### src/rtl/mips_mc_control.sv
// Multi-cycle MIPS control FSM with a memory-ready handshake and a stall watchdog.
// Defining PERF_CNT_EN adds the cycle_cnt/retire_cnt performance counters.
module mips_mc_control #(
  parameter int WAIT_MAX = 15
`ifdef PERF_CNT_EN
  , parameter int CNT_W = 32
`endif
) (
  input  logic       clk,
  input  logic       rst,
  input  logic [5:0] opcode,
  input  logic       mem_ready,
  output logic       PCWrite,
  output logic       PCWriteCond,
  output logic       IorD,
  output logic       MemRead,
  output logic       MemWrite,
  output logic       IRWrite,
  output logic       MemtoReg,
  output logic       RegDst,
  output logic       RegWrite,
  output logic       ALUSrcA,
  output logic [1:0] ALUSrcB,
  output logic [1:0] ALUOp,
  output logic [1:0] PCSource,
  output logic [3:0] state,
  output logic       instr_done,
  output logic       bus_err
`ifdef PERF_CNT_EN
  ,
  output logic [CNT_W-1:0] cycle_cnt,
  output logic [CNT_W-1:0] retire_cnt
`endif
);

  typedef enum logic [3:0] {
    FETCH  = 4'd0,  DECODE = 4'd1,  MEMADR = 4'd2,  MEMRD  = 4'd3,
    MEMWB  = 4'd4,  MEMWR  = 4'd5,  EXEC   = 4'd6,  ALUWB  = 4'd7,
    BRANCH = 4'd8,  JUMP   = 4'd9,  ADDIEX = 4'd10, ADDIWB = 4'd11,
    ERR    = 4'd15
  } state_e;

  localparam logic [5:0] OP_RTYPE = 6'b000000;
  localparam logic [5:0] OP_LW    = 6'b100011;
  localparam logic [5:0] OP_SW    = 6'b101011;
  localparam logic [5:0] OP_BEQ   = 6'b000100;
  localparam logic [5:0] OP_J     = 6'b000010;
  localparam logic [5:0] OP_ADDI  = 6'b001000;

  localparam int WW = (WAIT_MAX < 2) ? 1 : $clog2(WAIT_MAX + 1);

  state_e        state_q, state_d;
  logic [WW-1:0] wait_q, wait_d;
  logic          inMem, wdTrip;

  always_ff @(posedge clk) begin
    if (rst) begin
      state_q <= FETCH;
      wait_q  <= '0;
    end else begin
      state_q <= state_d;
      wait_q  <= wait_d;
    end
  end

  // Watchdog fires on the WAIT_MAX-th consecutive not-ready cycle; a ready on that cycle still wins.
  always_comb begin
    inMem  = (state_q == FETCH) || (state_q == MEMRD) || (state_q == MEMWR);
    wdTrip = (WAIT_MAX != 0) && inMem && !mem_ready && (wait_q == WW'(WAIT_MAX - 1));
    state_d = state_q;
    case (state_q)
      FETCH:  state_d = mem_ready ? DECODE : (wdTrip ? ERR : FETCH);
      DECODE: begin
        case (opcode)
          OP_RTYPE:      state_d = EXEC;
          OP_LW, OP_SW:  state_d = MEMADR;
          OP_BEQ:        state_d = BRANCH;
          OP_J:          state_d = JUMP;
          OP_ADDI:       state_d = ADDIEX;
          default:       state_d = ERR;
        endcase
      end
      MEMADR: state_d = (opcode == OP_SW) ? MEMWR : MEMRD;
      MEMRD:  state_d = mem_ready ? MEMWB : (wdTrip ? ERR : MEMRD);
      MEMWR:  state_d = mem_ready ? FETCH : (wdTrip ? ERR : MEMWR);
      EXEC:   state_d = ALUWB;
      ADDIEX: state_d = ADDIWB;
      MEMWB, ALUWB, ADDIWB, BRANCH, JUMP: state_d = FETCH;
      ERR:    state_d = ERR;
      default: state_d = ERR;
    endcase
    wait_d = (!inMem || mem_ready || (state_d != state_q)) ? '0 : wait_q + WW'(1);
  end

  always_comb begin
    PCWrite     = 1'b0;
    PCWriteCond = 1'b0;
    IorD        = 1'b0;
    MemRead     = 1'b0;
    MemWrite    = 1'b0;
    IRWrite     = 1'b0;
    MemtoReg    = 1'b0;
    RegDst      = 1'b0;
    RegWrite    = 1'b0;
    ALUSrcA     = 1'b0;
    ALUSrcB     = 2'b00;
    ALUOp       = 2'b00;
    PCSource    = 2'b00;
    instr_done  = 1'b0;
    case (state_q)
      FETCH: begin
        MemRead = 1'b1;
        ALUSrcB = 2'b01;
        IRWrite = mem_ready;
        PCWrite = mem_ready;
      end
      DECODE: ALUSrcB = 2'b11;
      MEMADR, ADDIEX: begin
        ALUSrcA = 1'b1;
        ALUSrcB = 2'b10;
      end
      MEMRD: begin
        IorD    = 1'b1;
        MemRead = 1'b1;
      end
      MEMWR: begin
        IorD       = 1'b1;
        MemWrite   = 1'b1;
        instr_done = mem_ready;
      end
      MEMWB: begin
        RegWrite   = 1'b1;
        MemtoReg   = 1'b1;
        instr_done = 1'b1;
      end
      EXEC: begin
        ALUSrcA = 1'b1;
        ALUOp   = 2'b10;
      end
      ALUWB: begin
        RegWrite   = 1'b1;
        RegDst     = 1'b1;
        instr_done = 1'b1;
      end
      ADDIWB: begin
        RegWrite   = 1'b1;
        instr_done = 1'b1;
      end
      BRANCH: begin
        ALUSrcA     = 1'b1;
        ALUOp       = 2'b01;
        PCWriteCond = 1'b1;
        PCSource    = 2'b01;
        instr_done  = 1'b1;
      end
      JUMP: begin
        PCWrite    = 1'b1;
        PCSource   = 2'b10;
        instr_done = 1'b1;
      end
      default: ;
    endcase
    // Reset abandons the instruction in flight, so no write strobe may leak out.
    if (rst) begin
      PCWrite     = 1'b0;
      PCWriteCond = 1'b0;
      MemRead     = 1'b0;
      MemWrite    = 1'b0;
      IRWrite     = 1'b0;
      RegWrite    = 1'b0;
      instr_done  = 1'b0;
    end
  end

  assign state   = state_q;
  assign bus_err = (state_q == ERR);

`ifdef PERF_CNT_EN
  logic [CNT_W-1:0] cycCnt_q, retCnt_q;

  always_ff @(posedge clk) begin
    if (rst) begin
      cycCnt_q <= '0;
      retCnt_q <= '0;
    end else if (state_q != ERR) begin
      cycCnt_q <= cycCnt_q + CNT_W'(1);
      if (instr_done) retCnt_q <= retCnt_q + CNT_W'(1);
    end
  end

  assign cycle_cnt  = cycCnt_q;
  assign retire_cnt = retCnt_q;
`endif

endmodule

### config.mk
export PLATFORM = sky130hd
export DESIGN_NAME = mips_mc_control
export DESIGN_NICKNAME = d
export VERILOG_FILES = /design/src/rtl/mips_mc_control.sv
export SDC_FILE = /design/constraint.sdc
export NUM_CORES = 1
export LEC_CHECK = 0
export BUFFER_PORTS_ARGS = -buffer_cell sky130_fd_sc_hd__buf_2
export CORE_MARGIN = 5
export CORE_UTILIZATION = 30
export CTS_BUF_LIST = sky130_fd_sc_hd__clkbuf_8
export CTS_CLUSTER_DIAMETER = 200
export DETAILED_ROUTE_END_ITERATION = 6
export GPL_TIMING_DRIVEN = 0
export PLACE_DENSITY = 0.6
export SETUP_SLACK_MARGIN = 0.2
export SYNTH_ARGS = -nofsm -noshare
export SYNTH_HDL_FRONTEND = slang
export SYNTH_SLANG_ARGS = --single-unit
### constraint.sdc
create_clock -name clk -period 2 [get_ports clk]
set_clock_uncertainty 0.15 [all_clocks]
set_input_delay 0.2 -clock clk [delete_from_list [all_inputs] [get_ports clk]]
set_output_delay 0.2 -clock clk [all_outputs]
set_load 0.05 [all_outputs]
Word-level counts from Yosys, hierarchy flattened

Cells that the tools add are included.

Input port bits: 9
Logic and storage cells: 70
Output and inout bits: 22
Bits in registers: 8

Reduce and logical (&&, ||, !) cells: 18
Eq/ne operators: 19
Add/sub/neg operators: 1
Mux-type cells: 30

Operators with widths:

| kind                  | number |
|---|---|
| $pmux W4 S8           | 1 |
| $eq A4 B4 Y1 const B  | 6 |
| $mux W4               | 6 |
| $pmux W4 S5           | 1 |
| $eq A4 B3 Y1 const B  | 4 |
| $mux W1               | 16 |
| $eq A6 B6 Y1 const B  | 2 |
| $reduce_or A2 Y1      | 5 |
| $eq A4 B2 Y1 const B  | 2 |
| $pmux W2 S2           | 2 |
| $eq A6 B2 Y1 const B  | 1 |
| $eq A6 B3 Y1 const B  | 1 |
| $eq A6 B4 Y1 const B  | 1 |
| $logic_not A6 Y1      | 1 |
| $pmux W2 S3           | 1 |
| $reduce_or A5 Y1      | 1 |
| $add A4 B1 Y4 const B | 1 |
| $eq A4 B1 Y1 const B  | 1 |
| $logic_not A4 Y1      | 1 |
| $logic_or A1 B1 Y1    | 4 |
| $ne A4 B4 Y1          | 1 |
| $pmux W1 S2           | 2 |
| $reduce_or A4 Y1      | 1 |
| $mux W3               | 1 |
| 3 further kinds       | 5 |

Depth between registers and ports, before layout

Depth in word-level cells: 11
Mapped depth: 6
Depth with buffers taken out: 6

Worst setup path before layout

Ideal clock, no wire load.

Kind: register to output
Start point: register state_q[2] (netlist: state[2])
End point: output RegWrite
Required time: 1650 ps
Arrival time: 2615 ps
Stages on the path, launching flop included: 6
Path buffers: 1
Slack: -965 ps
Cell sequence: dfxtp_1 clkbuf_1 nand2b_1 nor2_1 nor2_1 nor2_1

Longest elaborated chain between the ends: 4
Elaborated cells between the ends (all ways): 6
Those cells by class: eq/ne: 3; mux: 2; reduce/logical: 1

Ends and longest elaborated chain:

| what                                                | RTL line | text |
|---|---|---|
| start: declaration                                  | 52       | `state_e state_q, state_d;` |
| start signal: assignment                            | 61       | `state_q <= state_d;` |
| $eq A4 B4 Y1 / $eq A4 B3 Y1 (equally long branches) | 110      | `case (state_q)` |
| $reduce_or A3 Y1 (no source line) (*)               | --       |  |
| $mux W1 (*)                                         | 110      |  |
| $mux W1 (*)                                         | 164      | `if (rst) begin` |
| end: declaration                                    | 21       | `output logic RegWrite,` |

Mark *: on every way between the ends. The rest lies on a longest branch, timed or not.

Worst setup path after layout

Same ends and word-level chain as after synthesis.

==> flow_metrics.tcl <==
set metrics [dict create \
    ant_nets 0 \
    drtIter0Drc 43 \
    fin_crit_ps 1810 \
    maxUsedRoutingLayer "met4" \
    synth_ff_type "dfxtp_1" \
    synth_fa_ha_area_share_pct 2.93 \
    worstSetupEndpointType "output port" \
    io_buffers 29 \
    start_util_pct 31.2 \
    syn-cell-area_sq_um 853 \
    synthDistinctLibCells 46 \
    muxShareOfSynthArea_pct 0 \
    cp-startpoint "state[2]" \
    routed_wl_um 2960 \
    slew_headroom_pct 42.6 \
    post-place-ws_ps 160 \
    synth_top_family_by_area "simple AND/OR/NAND/NOR gates" \
    crit_required_ps 1650 \
    pin_count 31 \
    antenna_found_initial 0 \
    fp-row-count 19 \
    place_congestion 0.837 \
    path_clk_slew_ps 40 \
    min-delay-start "mem_ready" \
    drive_above_1_share_pct 55.9 \
    synth_compound_area_share_pct 27.1 \
    maxSlewViolCount 0 \
    r2r_start "wait_q[0]" \
    yosysTopAreaCellShare_pct 18.8 \
    total_power_mw 2.46 \
    worst_slew_pin_slew_ps 861 \
    drcViolationCount 0 \
    syn_area_per_cell_sq_um 7.55 \
    p_leak_nw 0.559 \
    crit_fanout 5 \
    outcome "complete, no violations" \
    nNetsFinal 164 \
    powerDensity_nw_per_um2 1730 \
    die_w_um 63.3 \
    dp_hpwl_um 2160 \
    finalHoldViolCount 0 \
    grt_pass1_vias 1049 \
    syn_to_final_growth_pct 66.7 \
    grt-ovfl-total 0 \
    vias 1069 \
    hp-class "input pin to flip-flop" \
    ys_top_cells_by_area "dfxtp_1, nor3_1, nor2_1, buf_6, nor4_1" \
    clockBufferDepth 2 \
    drt-met1-wl_um 1240 \
    ctsHtreeMaxLevel 1 \
    cts.sinks 8 \
    core_sq_um 2730 \
    wl_met3_um 165 \
    nFillCells 265 \
    cts_tree "done" \
    cts_buffers 3 \
    first_pass_iters 4 \
    die_area_sq_um 4010 \
    yosysTopAreaCell "dfxtp_1" \
    fin_crit_sh_pct 90.3 \
    synth_cells 113 \
    yosysWarnings 0 \
    path_class "flip-flop to output port" \
    yosysSeqAreaShare_pct 18.8 \
    fin_util_pct 52.0 \
    synth-async-reset-ratio_pct 0 \
    die_h_um 63.3 \
    via_per_inst 5.84 \
    met2_length_um 1500 \
    vdd_drop_max_v 0.00127 \
    grt_max_degree 11 \
    cp-start-kind "flip-flop" \
    drv_cap 0 \
    synth_edf_count 0 \
    ys_ff_latch 8 \
    diodes 0 \
    cts_root_buf "clkbuf_8" \
    wire_per_inst_um 16.1 \
    clk_latency_ps 230 \
    setup_ws_ps 193 \
    yosys.area_share.xor_xnor_pct 3.08 \
    grt_use_total_pct 14.7 \
    grt_pass1_wl_um 4950 \
    synth-simple-area-share_pct 38.9 \
    tns_ps 0 \
    arrival_ps 1460 \
    finalSetupViolations 0 \
    syn_nets 124 \
    fmax_mhz 553 \
    rsz0062_at_grt "yes" \
]
[worst paths after layout]
kind / to / slack [ps] / cells after the start
max: RegWrite / 190 / 7
min reg2reg: wait_q[0] / 290 / 1
max reg2reg: state[3] / 300 / 6
min: wait_q[0] / 180 / 4
[final cells by class]
class / instances / area, sq um / share of cell area [%]
repair buffers: 35 / 239 / 16.8
multi-input cells: 93 / 808 / 56.8
inverters: 3 / 11.3 / 0.792
flip-flops and latches: 8 / 176 / 12.4
clock inverters: 1 / 3.75 / 0.264
clock buffers: 3 / 41.3 / 2.90
plain buffers: 9 / 104 / 7.30
well taps: 31 / 38.8 / 2.73
[synth_stat cells (2+ instances only)]
| cell | n |
|---|---|
| nor4b_1 | 2 |
| nor4_1 | 5 |
| clkbuf_1 | 3 |
| and3_1 | 2 |
| xor2_1 | 2 |
| or2_2 | 2 |
| a31oi_1 | 2 |
| or4_1 | 2 |
| a21oi_1 | 5 |
| buf_4 | 3 |
| nor2b_1 | 3 |
| or3_1 | 2 |
| nand2_1 | 4 |
| dfxtp_1 | 8 |
| a41oi_1 | 2 |
| buf_6 | 3 |
| nor2_1 | 13 |
| nand3_1 | 4 |
| o21ai_0 | 2 |
| o21a_1 | 3 |
| nand2b_1 | 3 |
| ha_1 | 2 |
| inv_1 | 3 |
| nor3_1 | 11 |
[sequential cells by signal, summed over array words and instances, names as in the netlist]
register / cells
state: 4
wait_q: 4
[metal layers]
| layer | vias up | GRT usage (%) |
|---|---|---|
| met1 | 507 | 18.6 |
| met5 | - | 0 |
| met2 | 44 | 24.9 |
| met4 | 0 | 5.19 |
| li1 | 510 | - |
| met3 | 8 | 2.13 |
[per-stage QoR]
step / area [sq um] / std cells / hold WS (ps)
final: 1420 / 183 / 185
after global routing: 1420 / 183 / 214
after detailed placement: 1200 / 173 / 338
after CTS: 1340 / 181 / 186
after global placement: 1200 / 173 / 325
after floorplan: 1010 / 113 / 220
[cell usage in the layout (no fill, tap or decap), types with 2 or more instances in the layout]
cell       n
a21oi_1    3
a31oi_1    2
a41oi_1    2
and3_1     2
buf_2     20
buf_4     10
buf_6      9
buf_8      2
clkbuf_8   3
dfxtp_1    3
dfxtp_4    4
inv_1      4
nand2_1    2
nand3_1    3
nor2_1     6
nor2_2     4
nor2_4     3
nor2b_2    2
nor3_1     7
nor3_2     4
nor4_1     2
nor4_4     3
nor4b_1    2
o21a_1     3
o21ai_1    2
or2_4      2
or3_1      2
or4_1      2
xor2_1     2
[kinds of logic (layout without fill, tap and decap cells)]
kind of cell	after synthesis	after routing
DFF	8	8
xor gates and xnor gates	3	3
adders and majority gates	2	2
buffers and inverters	12	51
AOI/OAI and AO/OA	29	29
and+or+nand+nor	59	59
[critical path, stage by stage, from the launching register on]
cell	delay, ps
dfxtp_4	350
clkbuf_16	150
buf_4	130
nand2b_2	140
nor2_4	60
nor2_2	170
nor2_4	60
buf_6	180
[report_power, final]
part	switching (mW)	internal (mW)	leakage (nW)
logic	1.24	0.695	0.463
registers	0.102	0.228	0.0684
clock network	0.0628	0.133	0.0269
total	1.40	1.05	0.559
[repair_timing]
item                                    4_1_cts  5_1_grt
cloned                                        0        0
endpoints found under the setup margin       14       20
pin swaps                                     0        4
buffers inserted                              4        2
gates resized for setup                      17       22
hold buffers                                  0        0
Power figures use the tool's default switching activity.
